`config.mk`:
```
export PLATFORM = sky130hd
export DESIGN_NAME = uart_rx
export DESIGN_NICKNAME = d
export VERILOG_FILES = /design/src/rtl/uart_rx.sv
export SDC_FILE = /design/constraint.sdc
export NUM_CORES = 1
export LEC_CHECK = 0
export ABC_AREA = 1
export ABC_CLOCK_PERIOD_IN_PS = 2100
export BUFFER_PORTS_ARGS = -buffer_cell sky130_fd_sc_hd__clkbuf_2
export CORE_ASPECT_RATIO = 1.4
export CORE_MARGIN = 8
export CORE_UTILIZATION = 59
export DETAILED_ROUTE_END_ITERATION = 10
export PLACE_DENSITY = 0.85
export SYNTH_ARGS = -nofsm -noshare
export SYNTH_HDL_FRONTEND = slang
export SYNTH_SLANG_ARGS = --single-unit
```
`constraint.sdc`:
```
create_clock -name clock -period 2.1 [get_ports clock]
set_clock_uncertainty 0.1 [all_clocks]
set_input_delay 0.315 -clock clock [delete_from_list [all_inputs] [get_ports clock]]
set_output_delay 0.315 -clock clock [all_outputs]
set_load 0.1 [all_outputs]
```
`src/rtl/uart_rx.sv`:
```
// Serial-to-parallel UART receiver: mid-bit sampling from a cycle counter,
// held output word with valid/ready handshake and parity/framing/overrun flags.
`timescale 1ns/1ps
module uart_rx #(
    parameter int CLK_RATE   = 100000000,
    parameter int BAUD_RATE  = 115200,
    parameter int WORD_WIDTH = 8,
    parameter int PARITY_EN  = 0,
    parameter int PARITY_ODD = 0
) (
    input  logic                  clock,
    input  logic                  rst,
    input  logic                  rx_data_in,
    output logic [WORD_WIDTH-1:0] rx_data_out,
    output logic                  rx_data_valid,
    input  logic                  rx_data_ready,
    output logic                  rx_parity_err,
    output logic                  rx_frame_err,
    output logic                  rx_overrun,
    output logic                  rx_busy
);

    localparam int CLKS_PER_BIT = CLK_RATE / BAUD_RATE;
    localparam int HALF_BIT     = CLKS_PER_BIT / 2;
    localparam int CNT_W        = (CLKS_PER_BIT > 1) ? $clog2(CLKS_PER_BIT) : 1;
    localparam int IDX_W        = $clog2(WORD_WIDTH + 1);

    localparam logic [CNT_W-1:0] BIT_LAST  = CNT_W'(CLKS_PER_BIT - 1);
    localparam logic [CNT_W-1:0] HALF_LAST = CNT_W'(HALF_BIT - 1);
    localparam logic [IDX_W-1:0] IDX_LAST  = IDX_W'(WORD_WIDTH - 1);
    localparam logic             ODD_MODE  = (PARITY_ODD != 0);
    localparam logic             HAS_PAR   = (PARITY_EN != 0);

    typedef enum logic [2:0] {
        ST_IDLE       = 3'd0,
        ST_START      = 3'd1,
        ST_DATA       = 3'd2,
        ST_PARITY     = 3'd3,
        ST_STOP       = 3'd4,
        ST_BREAK_WAIT = 3'd5
    } state_t;

    // Mismatch between received data+parity and the configured parity sense.
    function automatic logic parity_err_f(input logic [WORD_WIDTH-1:0] data,
                                          input logic                  par_bit);
        return (^data) ^ par_bit ^ ODD_MODE;
    endfunction

    state_t                  state_r;
    logic                    sync1_r;
    logic                    sync_r;
    logic [CNT_W-1:0]        cnt_r;
    logic [IDX_W-1:0]        idx_r;
    logic [WORD_WIDTH-1:0]   shift_r;
    logic                    frame_perr_r;
    logic                    frame_ferr_r;
    logic                    frame_done_r;

    // Two-flop synchronizer for the asynchronous serial line.
    always_ff @(posedge clock) begin
        if (rst) begin
            sync1_r <= 1'b1;
            sync_r  <= 1'b1;
        end else begin
            sync1_r <= rx_data_in;
            sync_r  <= sync1_r;
        end
    end

    // Frame FSM: bit timing, shifting, per-frame error capture and busy flag.
    always_ff @(posedge clock) begin
        if (rst) begin
            state_r      <= ST_IDLE;
            cnt_r        <= {CNT_W{1'b0}};
            idx_r        <= {IDX_W{1'b0}};
            shift_r      <= {WORD_WIDTH{1'b0}};
            frame_perr_r <= 1'b0;
            frame_ferr_r <= 1'b0;
            frame_done_r <= 1'b0;
            rx_busy      <= 1'b0;
        end else begin
            frame_done_r <= 1'b0;
            case (state_r)
                ST_IDLE: begin
                    if (!sync_r) begin
                        state_r      <= ST_START;
                        cnt_r        <= {CNT_W{1'b0}};
                        frame_perr_r <= 1'b0;
                        rx_busy      <= 1'b1;
                    end else begin
                        rx_busy <= 1'b0;
                    end
                end
                ST_START: begin
                    if (cnt_r == HALF_LAST) begin
                        if (sync_r) begin
                            state_r <= ST_IDLE;
                            rx_busy <= 1'b0;
                        end else begin
                            state_r <= ST_DATA;
                            cnt_r   <= {CNT_W{1'b0}};
                            idx_r   <= {IDX_W{1'b0}};
                        end
                    end else begin
                        cnt_r <= cnt_r + CNT_W'(1);
                    end
                end
                ST_DATA: begin
                    if (cnt_r == BIT_LAST) begin
                        cnt_r   <= {CNT_W{1'b0}};
                        shift_r <= {sync_r, shift_r[WORD_WIDTH-1:1]};
                        idx_r   <= idx_r + IDX_W'(1);
                        if (idx_r == IDX_LAST) begin
                            state_r <= HAS_PAR ? ST_PARITY : ST_STOP;
                        end
                    end else begin
                        cnt_r <= cnt_r + CNT_W'(1);
                    end
                end
                ST_PARITY: begin
                    if (cnt_r == BIT_LAST) begin
                        cnt_r        <= {CNT_W{1'b0}};
                        frame_perr_r <= parity_err_f(shift_r, sync_r);
                        state_r      <= ST_STOP;
                    end else begin
                        cnt_r <= cnt_r + CNT_W'(1);
                    end
                end
                ST_STOP: begin
                    if (cnt_r == BIT_LAST) begin
                        cnt_r        <= {CNT_W{1'b0}};
                        frame_done_r <= 1'b1;
                        frame_ferr_r <= ~sync_r;
                        // Leaving at mid-stop gives half a bit to catch the next start edge.
                        if (sync_r) begin
                            state_r <= ST_IDLE;
                            rx_busy <= 1'b0;
                        end else begin
                            state_r <= ST_BREAK_WAIT;
                        end
                    end else begin
                        cnt_r <= cnt_r + CNT_W'(1);
                    end
                end
                ST_BREAK_WAIT: begin
                    if (sync_r) begin
                        state_r <= ST_IDLE;
                        rx_busy <= 1'b0;
                    end
                end
                default: begin
                    state_r <= ST_IDLE;
                    rx_busy <= 1'b0;
                end
            endcase
        end
    end

    // Output holding register: delivery, overrun detection and handshake.
    always_ff @(posedge clock) begin
        if (rst) begin
            rx_data_out   <= {WORD_WIDTH{1'b0}};
            rx_data_valid <= 1'b0;
            rx_parity_err <= 1'b0;
            rx_frame_err  <= 1'b0;
            rx_overrun    <= 1'b0;
        end else begin
            rx_overrun <= 1'b0;
            if (frame_done_r) begin
                if (!rx_data_valid || rx_data_ready) begin
                    rx_data_out   <= shift_r;
                    rx_parity_err <= frame_perr_r;
                    rx_frame_err  <= frame_ferr_r;
                    rx_data_valid <= 1'b1;
                end else begin
                    rx_overrun <= 1'b1;
                end
            end else if (rx_data_valid && rx_data_ready) begin
                rx_data_valid <= 1'b0;
            end
        end
    end

endmodule

```
# Word level (Yosys, flattened, before mapping)
# Cells that the tools add are included.
# W data, S select, Z words.
[op_classes] n_addsub=2 eq_ne=17 n_mux=31 bitwise_logic=5 reduce_logical=21
[ops] operator="$mux W10" n=3
[ops] operator="$pmux W10 S3" n=1
[ops] operator="$mux W3" n=8
[ops] operator="$pmux W3 S6" n=1
[ops] operator="$ne A2 B2 Y1 const B" n=8
[ops] operator="$mux W4" n=3
[ops] operator="$mux W1" n=11
[ops] operator="$add A10 B1 Y10 const B" n=1
[ops] operator="$eq A10 B10 Y1 const B" n=1
[ops] operator="$eq A10 B9 Y1 const B" n=1
[ops] operator="$pmux W4 S2" n=1
[ops] operator="$reduce_and A2 Y1" n=4
[ops] operator="$reduce_xor A8 Y1" n=1
[ops] operator="$reduce_and A7 Y1" n=1
[ops] operator="$eq A3 B2 Y1 const B" n=2
[ops] operator="$eq A3 B3 Y1 const B" n=2
[ops] operator="$reduce_and A3 Y1" n=2
[ops] operator="$reduce_bool A2 Y1" n=3
[ops] operator="$reduce_or A2 Y1" n=3
[ops] operator="$pmux W1 S5" n=1
[ops] operator="$add A4 B1 Y4 const B" n=1
[ops] operator="$eq A4 B3 Y1 const B" n=1
[ops] operator="$not A1 Y1" n=4
[ops] operator="$reduce_and A4 Y1" n=1
[ops] operator="11 further kinds" n=11
[totals] reg_bits=43 input_bits=4

# Longest topological paths before layout
# Gate-level depths: netlist of run 1.
[logic_depth] word_depth=4 depth_mapped=11

# Least setup slack after synthesis of run 1
# No wires, ideal clock.
[synth_timing] path_type="register to register" start="reg rx_data_valid" end="reg rx_frame_err" arrival_time_ns=1.649 path_slack_ns=0.233 path_stages_with_launch=7 n_path_buf=1 synth_period_minus_slack_ns=1.867 path_cell_list="dfxtp_1 > inv_1 > nor2_1 > nor2_1 > clkbuf_1 > o21ai_0 > nor2_1"
[synth_via] elab_chain_cells=3
[synth_rtl] element="start: declaration" line="15" rtl="output logic rx_data_valid,"
[synth_rtl] element="start signal: assignment" line="163" rtl="rx_data_valid <= 1'b0;"
[synth_rtl] element="start signal: assignment" line="174" rtl="rx_data_valid <= 1'b1;"
[synth_rtl] element="start signal: assignment" line="179" rtl="rx_data_valid <= 1'b0;"
[synth_rtl] element="$logic_not A1 Y1" line="170" rtl="if (!rx_data_valid || rx_data_ready) begin"
[synth_rtl] element="$logic_or A1 B1 Y1" line="170"
[synth_rtl] element="$reduce_and A2 Y1 (no source line)"
[synth_rtl] element="end signal: assignment" line="173" rtl="rx_frame_err <= frame_ferr_r;"
[synth_rtl] element="end: declaration" line="18" rtl="output logic rx_frame_err,"
# No other way between the ends.
# A chain may end at the register's enable or synchronous reset.

# Worst setup path after layout of run 1
[layout_timing] start="reg cnt_r[0]" end="reg state_r[0]"
[layout_via] elab_chain_cells=3
[layout_rtl] element="start: declaration" line="52" rtl="logic [CNT_W-1:0] cnt_r;"
[layout_rtl] element="start signal: assignment" line="74" rtl="cnt_r <= {CNT_W{1'b0}};"
[layout_rtl] element="start signal: assignment" line="87" rtl="cnt_r <= {CNT_W{1'b0}};"
[layout_rtl] element="start signal: assignment" line="101" rtl="cnt_r <= {CNT_W{1'b0}};"
[layout_rtl] element="$eq A10 B10 Y1 or $eq A10 B9 Y1 (tied branches)"
[layout_rtl] element="$ne A2 B2 Y1 (no source line)"
[layout_rtl] element="$reduce_and A7 Y1 (no source line) (*)"
[layout_rtl] element="end signal: assignment" line="114" rtl="state_r <= HAS_PAR ? ST_PARITY : ST_STOP;"
[layout_rtl] element="end: declaration" line="49" rtl="state_t state_r;"
# Every way passes the cells marked *; elsewhere a longest branch is shown, timed or not.

==> results.yml, run 1 <==
cts:
  clockBufferDepth: 2
  clock-root-buffer: "clkbuf_8"
  cts.sinks: 43
  postCtsSetupRepairBufs: 0
  insertion_delay_ps: 290
  cts_made_buffers: 5
  cts_hold_repair.buffers: 0
  cts.repair.resized: 0
  htreeDepth: 2
  cts_tree: "built"
  clkTransAtPathRegs_ps: 90
floorplan:
  io_pins: 17
  rows: 26
  core_mm2: 0.00355
  die_h_um: 87.0
  fp.dieArea_mm2: 0.00580
  start_util_pct: 59.8
  die_w_um: 66.7
critical_path:
  crit_required_ps: 2180
  arrival_ps: 1830
  cp-start-kind: "register"
  reg2reg_from: "cnt_r[0]$_SDFFE_PP0P_"
  critPathLaunch: "cnt_r[0]$_SDFFE_PP0P_"
  critical_path_class: "register to register"
  cp-end-kind: "register"
  path_max_fanout: 9
  cp-endpoint: "state_r[0]$_SDFFE_PP0P_"
  regToRegSetupSlack_ps: 350
  timing.rr.end: "state_r[0]$_SDFFE_PP0P_"
  r2r_cells: 10
drt:
  drt.antenna.violating_nets: 0
  totalWireLength_mm: 4.51
  drt-pass1-iter-count: 4
  wire_per_inst_um: 12.3
  drt_drc_violations_left: 0
  vias_per_cell: 5.21
  vias: 1916
  drt_iter0_markers: 112
sta:
  finalCriticalPeriod_ps: 1750
  max_freq_mhz: 571
  relSlewSlack_pct: 63.8
  drv_slew: 0
  min_period_over_period_pct: 83.4
  tns_ps: 0
  hold_viol: 0
  rsz0062_at_grt: "false"
  worst_pin_slew_ps: 545
  finalSetupViolCount: 0
synthesis:
  synth_ff_type: "dfxtp_1"
  synth_nets: 310
  syn_area_per_cell_um2: 7.00
  async_flop_share_pct: 0
  ys_ff_latch: 43
  synth_edf_count: 0
  syn_inst: 303
  netlist_area_mm2: 0.00212
  synth_warnings: 0
  yosysUniqueCellTypes: 29
  seq_area_frac_synth_pct: 40.6
placed_design:
  dp_cells: 360
  hpwl_mm: 3.49
  numPortBuffers: 16
  place.gp.congestion: 0.896
power_and_ir_drop:
  clockPowerShare_pct: 26.7
  seqPwrFrac_pct: 39.0
  switchingPower_w: 0.000927
  p_int_w: 0.00147
  combPwrFrac_pct: 34.3
  swShare_pct: 38.7
  p_leak_nw: 1.01
  pwr_density_cell_mw_per_mm2: 1010
  vdd_drop_max_uv: 678
grt:
  antenna_found_initial: 0
  grt_overflow_total: 0
  grt.total_usage_pct: 17.2
  grt_max_degree: 20
  grt_pass1_vias: 1890
  grt_pass1_wl_mm: 7.94
final_layout:
  seq_area_um2: 861
  layout.cells.most_common: "nand2_1"
  syn2layout_area_growth_pct: 11.9
  multi_input_area_mm2: 0.00110
  final_nets: 332
  stdcell_count: 368
  drive_gt1_share_pct: 15.0
  final_cell_mix: "nand2_1 (62), dfxtp_1 (43), nor2_1 (39), inv_1 (35), a21oi_1 (30)"
  antennaDiodeCount: 0
  nFillCells: 318
flow_run:
  max_cap_violations: 0
run_status:
  outcome: "finished clean"
min_path:
  hold_start: "rx_data_in"
  worstHoldPathType: "input pin to register"
## worst min path at each step
stage,depth (start not counted),slack [ps],end
2_1_floorplan,1,290,sync_r$_SDFF_PP1_
4_1_cts,2,90,sync1_r$_SDFF_PP1_
3_3_place_gp,1,290,sync_r$_SDFF_PP1_
6_report,2,90,sync1_r$_SDFF_PP1_
3_5_place_dp,1,300,sync_r$_SDFF_PP1_
5_1_grt,2,90,sync1_r$_SDFF_PP1_
## cells in the mapped netlist, types with 3 or more instances
| cell type | instances | area [um2] |
|---|---|---|
| nand2_1 | 62 | 233 |
| dfxtp_1 | 43 | 861 |
| o21ai_0 | 28 | 140 |
| nor2_4 | 3 | 33.8 |
| nor3_1 | 6 | 30.0 |
| nand2_4 | 4 | 45.0 |
| clkbuf_1 | 3 | 11.3 |
| a21oi_1 | 30 | 150 |
| xor2_1 | 4 | 35.0 |
| ha_1 | 3 | 37.5 |
| inv_1 | 35 | 131 |
| nand2_2 | 4 | 25.0 |
| nor2_1 | 39 | 146 |
| nand3_1 | 18 | 90.1 |
| inv_2 | 3 | 11.3 |
## cell type report
type                       instances  area share, %
multi-input combinational        217           46.2
sequential                        43           36.3
inverter                          39           6.27
timing repair buffer              19           4.32
clock buffer                       5           2.90
tap                               42           2.21
clock inverter                     3           1.85
## registers in the layout, summed over array words and instances (netlist names), 3 cells and up
register     count
state_r          3
cnt_r           10
shift_r          8
idx_r            4
rx_data_out      8
## stage by stage
stage / hold slack, ps / worst slack (ps) / util (%) / cell area, um2 / total power, W
3_3_place_gp: 295 / 401 / 63.8 / 2260 / 0.00175
6_report: 93.6 / 349 / 66.9 / 2370 / 0.00239
2_1_floorplan: 289 / 233 / - / 2120 / 0.00161
4_1_cts: 89.0 / 359 / 66.9 / 2370 / 0.00241
3_5_place_dp: 297 / 365 / 63.8 / 2260 / 0.00177
5_1_grt: 94.3 / 164 / 66.9 / 2370 / 0.00253
## cell families after synthesis
family	Yosys count	share of synthesized area [%]
buffers and inverters	43	7.78
flip-flops	43	40.6
adder cells (fa/ha/maj)	3	1.77
AO/OA/AOI/OAI	65	16.7
XOR/XNOR	5	2.06
AND/OR/NAND/NOR	144	31.1
## worst max-delay path, cell delays in order, from the launching register on
cell     delay [ps]
dfxtp_1         390
ha_1            250
nand2_1          70
nor2_1           80
nand3_1         180
nand2_4         120
nand2_4         100
nor2_4          130
inv_2            60
nor2_1          100
nor2_1           60
## power by group through the flow
stage	Clock, W	Combinational (W)	Sequential (W)
finish	0.000639	0.000820	0.000934
CTS	0.000652	0.000820	0.000934
floorplan	0	0.000659	0.000948
detailed placement	0	0.000814	0.000954
global placement	0	0.000801	0.000950
global route	0.000684	0.000904	0.000944
## per-layer routing
metal	GRT usage (%)	vias up	routed length (um)
met3	3.99	10	174
met5	0	-	0
met4	9.55	0	118
met1	17.2	851	1850
li1	-	1015	-
met2	31.0	40	2370
Power figures use the tool's default switching activity.
==> run 2, diff against run 1 <==
- ABC_AREA: 1 -> 0
- ABC_CLOCK_PERIOD_IN_PS: 2100 -> 1540
- CORE_UTILIZATION: 59 -> 52
- PLACE_DENSITY: 0.85 -> 0.8
- clock period: 2.1 -> 1.54 ns (I/O delays scaled with it)
==> run 2 against run 1 <==
The run now ends with setup timing left. Area after synthesis down 6.6%. Count of clock-buffer cells in the layout up 1. Worst setup slack worse by 970 ps. Sequential share of layout area down 5.3 points. Global-route usage down 0.24 points. Wire length up 16%. Die area up 4.7%. Register-to-register slack worse by 970 ps. Sequential power up 20%. Maximum frequency down 19%. Critical path type unchanged. Combinational power down 87%.
==> results.yml, run 2 <==
run_status:
  outcome: "complete, but fails checks"
  violations: "setup timing"
floorplan:
  start_util_pct: 54.4
  fp.dieArea_mm2: 0.00607
  core_mm2: 0.00364
  die_w_um: 68.2
  io_pins: 17
  die_h_um: 89.0
  rows: 26
flow_run:
  max_cap_violations: 0
placed_design:
  hpwl_mm: 3.46
  dp_worst_setup_slack_ps: -574
  place.gp.congestion: 0.862
  numPortBuffers: 16
cts:
  clock-root-buffer: "clkbuf_8"
  cts.sinks: 43
  insertion_delay_ps: 300
  htreeDepth: 2
  cts_hold_repair.buffers: 0
  cts_tree: "built"
  cts_made_buffers: 5
  clkTransAtPathRegs_ps: 80
  clockBufferDepth: 2
grt:
  grt.total_usage_pct: 17.0
  antenna_found_initial: 0
  grt_pass1_wl_mm: 8.02
  grt_max_degree: 21
  grt_pass1_vias: 1839
  grt_overflow_total: 0
synthesis:
  async_flop_share_pct: 0
  netlist.area_leader.share_pct: 43.4
  netlist_area_mm2: 0.00198
  synth_ff_type: "dfxtp_1"
  yosys.area_share.adder_pct: 1.89
  synth_xor_area_share_pct: 3.79
  syn_area_per_cell_um2: 9.05
  synth.most_common_cell: "dfxtp_1"
  synth_top_family_by_area: "simple AND/OR/NAND/NOR gates"
  synth_compound_area_share_pct: 14.0
  synth_warnings: 0
  synthTopCellsByArea: "dfxtp_1 (43%), mux2i_1 (9.1%), nor2_1 (5.5%)"
  synthSimpleGateAreaFrac_pct: 23.9
  seq_area_frac_synth_pct: 43.4
  synth_top_cell_by_area: "dfxtp_1"
  synth_nets: 226
  ys_ff_latch: 43
  synth_edf_count: 0
  yosysUniqueCellTypes: 43
  synth.area.mux_share_pct: 9.09
  syn_inst: 219
  synth.top_cells.by_count: "dfxtp_1 (43), nor2_1 (29), mux2i_1 (18), nand2_1 (11)"
sta:
  worst_pin_slew_ps: 542
  finalCriticalPeriod_ps: 2160
  setup_ws_ps: -619
  drv_slew: 0
  hold_viol: 0
  finalSetupViolCount: 29
  min_period_over_period_pct: 140
  relSlewSlack_pct: 63.5
  rsz0062_at_grt: "true"
  max_freq_mhz: 463
critical_path:
  critical_path_class: "register to register"
  cp-start-kind: "register"
  cp-end-kind: "register"
  arrival_ps: 2300
  crit_required_ps: 1680
  path_max_fanout: 3
power_and_ir_drop:
  pwr_density_cell_mw_per_mm2: 684
  switchingPower_w: 0.000449
  swShare_pct: 23.3
  clockPowerShare_pct: 36.5
  combPwrFrac_pct: 5.3
  finalPower_w: 0.00192
  p_int_w: 0.00147
  seqPwrFrac_pct: 58.1
  p_leak_nw: 1.22
  vdd_drop_max_uv: 702
drt:
  vias_per_cell: 5.69
  drt-pass1-iter-count: 4
  totalWireLength_mm: 5.25
  wire_per_inst_um: 15.9
  vias: 1883
  drt_iter0_markers: 120
  drt.antenna.violating_nets: 0
  drt_drc_violations_left: 0
final_layout:
  drive_gt1_share_pct: 41.5
  layout.cells.most_common: "buf_4"
  syn2layout_area_growth_pct: 41.9
  top_register: "cnt_r"
  largest_reg_flops: 10
  final_util_pct: 77.2
  final_nets: 295
  final_cell_mix: "buf_4 (50), dfxtp_1 (39), nor2_1 (26), mux2i_1 (16), clkbuf_2 (16)"
  nFillCells: 225
  reg.largest.list: "cnt_r: 10 flops, rx_data_out: 8 flops, shift_r: 8 flops"
  antennaDiodeCount: 0
min_path:
  worstHoldPathType: "input pin to register"
## run 2: final timing paths
kind	from	endpoint	slack [ps]	cells after the start
worst max-delay path	cnt_r[1]$_SDFFE_PP0P_	state_r[2]$_SDFFE_PP0P_	-620	7
worst min-delay path	rx_data_ready	rx_overrun$_SDFF_PP0_	20	2
worst max register to register	cnt_r[1]$_SDFFE_PP0P_	state_r[2]$_SDFFE_PP0P_	-620	7
worst min register to register	sync1_r$_SDFF_PP1_	sync_r$_SDFF_PP1_	350	1
## run 2: critical path: stages (launching register included)
cell,delay [ps]
dfxtp_2,330
inv_2,60
ha_4,110
or4bb_1,380
or3_4,400
a22o_4,240
or3_4,370
a21oi_2,130
## run 2: logic make-up (layout without fill, tap and decap cells)
| kind of cell | Yosys count | count (layout) |
|---|---|---|
| simple gates | 90 | 90 |
| flops | 43 | 43 |
| compound gates | 40 | 40 |
| mux | 18 | 18 |
| buf+inv | 18 | 88 |
| xor+xnor | 7 | 7 |
| fa+ha+maj | 3 | 3 |
## run 2: power by group through the flow
| stage | clock network (W) | logic [W] | registers (W) |
|---|---|---|---|
| floorplan | 0 | 0.0000489 | 0.00114 |
| global placement | 0 | 0.0000845 | 0.00114 |
| detailed placement | 0 | 0.0000857 | 0.00114 |
| CTS | 0.000717 | 0.0000908 | 0.00112 |
| global route | 0.000770 | 0.000110 | 0.00112 |
| finish | 0.000702 | 0.000103 | 0.00112 |
## run 2: what timing repair did
item,in CTS,in global routing
setup endpoints to repair,29,29
buffers inserted,2,6
pin swaps,6,10
gates cloned,1,0
gates resized for setup,23,20
## run 2: per-layer routing
metal	vias up	GRT usage, %	part of all wire (%)
met1	891	16.7	37
li1	924	-	-
met4	0	6.73	3.1
met2	51	32.3	56
met5	-	0	0
met3	17	4.02	4.3
## run 2: metrics by stage
| stage | instance area [um2] | std cells | setup TNS [ps] | hold WS (ps) |
|---|---|---|---|---|
| after floorplan | 2020 | 219 | -10250 | 210 |
| after global placement | 2470 | 314 | -12600 | 302 |
| after detailed placement | 2470 | 314 | -13590 | 321 |
| after CTS | 2670 | 325 | -12580 | 18.5 |
| after global routing | 2810 | 331 | -15520 | 16.6 |
| final | 2810 | 331 | -13700 | 22.8 |
## run 2: final cells by class
cell class | count | area [um2] | share of cell area [%]
Timing Repair Buffer | 75 | 573 | 20.4
Clock inverter | 2 | 12.5 | 0.445
Multi-Input combinational cell | 158 | 1210 | 43.1
Clock buffer | 6 | 72.6 | 2.58
Sequential cell | 43 | 871 | 31.0
Inverter | 5 | 18.8 | 0.668
Tap cell | 42 | 52.6 | 1.87
==> run 3, diff against run 2 <==
- CORE_MARGIN: 8 -> 5
- CORE_UTILIZATION: 52 -> 55
- CTS_BUF_LIST: unset -> sky130_fd_sc_hd__clkbuf_8
- PLACE_DENSITY: 0.8 -> 0.83
==> run 3 against run 2 <==
The flow still finishes with violations (setup timing). Global-route usage up 5.8 points. Sequential cell count unchanged. Count of clock-buffer cells in the layout down 1. Via count up 0.32%. Critical path type unchanged. Largest cell class unchanged. Highest routed layer unchanged.
==> results.yml, run 3 (synthesis gave the netlist of run 2 again) <==
run_status:
  violations: "setup timing"
  outcome: "complete, but fails checks"
grt:
  grt_max_degree: 21
  grt_pass1_wl_mm: 8.32
  antenna_found_initial: 0
  grt.total_usage_pct: 22.8
  grt_overflow_total: 0
  grt_pass1_vias: 1819
sta:
  setup_ws_ps: -722
  hold_viol: 0
  min_period_over_period_pct: 147
  relSlewSlack_pct: 63.6
  tns_ps: -14330
  finalSetupViolCount: 29
  rsz0062_at_grt: "true"
  drv_slew: 0
  max_freq_mhz: 442
  finalCriticalPeriod_ps: 2260
  worst_pin_slew_ps: 548
cts:
  clockBufferDepth: 2
  cts.sinks: 43
  cts_tree: "built"
  cts_hold_repair.buffers: 0
  cts_made_buffers: 5
  clkTransAtPathRegs_ps: 90
  htreeDepth: 2
  insertion_delay_ps: 310
  clock-root-buffer: "clkbuf_8"
critical_path:
  path_max_fanout: 5
  timing.rr.end: "idx_r[1]$_SDFFE_PP0P_"
  arrival_ps: 2390
  r2r_cells: 9
  cp-end-kind: "register"
  crit_required_ps: 1670
  regToRegSetupSlack_ps: -720
  cp-start-kind: "register"
  critical_path_class: "register to register"
  critPathLaunch: "cnt_r[0]$_SDFFE_PP0P_"
  reg2reg_from: "cnt_r[0]$_SDFFE_PP0P_"
min_path:
  hold_start: "rx_data_in"
  hold_depth: 2
  whs_endpoint: "sync1_r$_SDFF_PP1_"
  worstHoldPathType: "input pin to register"
power_and_ir_drop:
  pwr_density_cell_mw_per_mm2: 705
  p_leak_nw: 1.17
  vdd_drop_max_uv: 696
  finalPower_w: 0.00193
placed_design:
  numPortBuffers: 16
  dp_cells: 312
  postPlaceCellArea_mm2: 0.00247
  place.gp.congestion: 0.879
  hpwl_mm: 3.52
flow_run:
  max_cap_violations: 0
final_layout:
  drive_gt1_share_pct: 39.9
  finish.instance_area_mm2: 0.00274
  final_util_pct: 79.5
  top_register: "cnt_r"
  syn2layout_area_growth_pct: 38.1
  nFillCells: 211
  seq_area_um2: 872
  final_nets: 292
  layout.cells.most_common: "buf_4"
  stdcell_count: 326
  largest_reg_flops: 10
  antennaDiodeCount: 0
  final_cell_mix: "buf_4 (48), dfxtp_1 (38), nor2_1 (28), mux2i_1 (17), clkbuf_2 (16)"
  reg.largest.list: "cnt_r: 10 flops, rx_data_out: 8 flops, shift_r: 8 flops"
  multi_input_area_mm2: 0.00118
floorplan:
  die_w_um: 60.7
  fp.dieArea_mm2: 0.00492
  io_pins: 17
  rows: 25
  die_h_um: 81.0
  core_mm2: 0.00344
  start_util_pct: 57.6
drt:
  drt_drc_violations_left: 0
  vias_per_cell: 5.79
  totalWireLength_mm: 5.34
  vias: 1889
  wire_per_inst_um: 16.4
  drt.antenna.violating_nets: 0
  drt-pass1-iter-count: 4
  drt_iter0_markers: 82
run 3: worst max path at each step:
stage	end	slack (ps)	depth (start not counted)
6_report	idx_r[1]$_SDFFE_PP0P_	-720	9
5_1_grt	idx_r[1]$_SDFFE_PP0P_	-760	9
3_3_place_gp	state_r[2]$_SDFFE_PP0P_	-570	7
3_5_place_dp	state_r[2]$_SDFFE_PP0P_	-640	7
2_1_floorplan	state_r[2]$_SDFFE_PP0P_	-560	6
4_1_cts	state_r[2]$_SDFFE_PP0P_	-640	7
run 3: metal layers:
layer	share of wire (%)	track usage, %	vias up
li1	-	-	917
met1	36	22.3	904
met2	58	43.4	51
met3	3.2	4.29	17
met4	3.1	11.5	0
met5	0	0	-
run 3: where the power goes:
group / switching, W / internal (W)
clock: 0.000399 / 0.000312
sequential: 0.00000442 / 0.00111
combinational: 0.0000579 / 0.0000415
run 3: layout make-up:
cell class	count	area share, %
Clock buffer	5	2.51
Clock inverter	3	0.549
Inverter	5	0.686
Multi-Input combinational cell	158	43.2
Sequential cell	43	31.9
Tap cell	40	1.83
Timing Repair Buffer	72	19.4
run 3: what timing repair did:
action,4_1_cts,5_1_grt
cloned,1,0
setup endpoints to repair,29,29
setup buffers,3,2
gates resized for setup,23,12
pin swaps,11,12
run 3: per-stage QoR:
stage	setup WS [ps]	hold slack, ps
after floorplan	-559	210
after CTS	-636	7.48
final	-722	12.6
after global routing	-757	14.7
after detailed placement	-638	302
after global placement	-571	297
run 3: critical path: stages, from the launching register on:
cell	delay, ps
dfxtp_4	370
ha_4	130
or4bb_1	390
or3_4	400
buf_4	150
buf_6	110
a2bb2oi_2	110
buf_4	140
nand3_1	100
a21oi_2	200
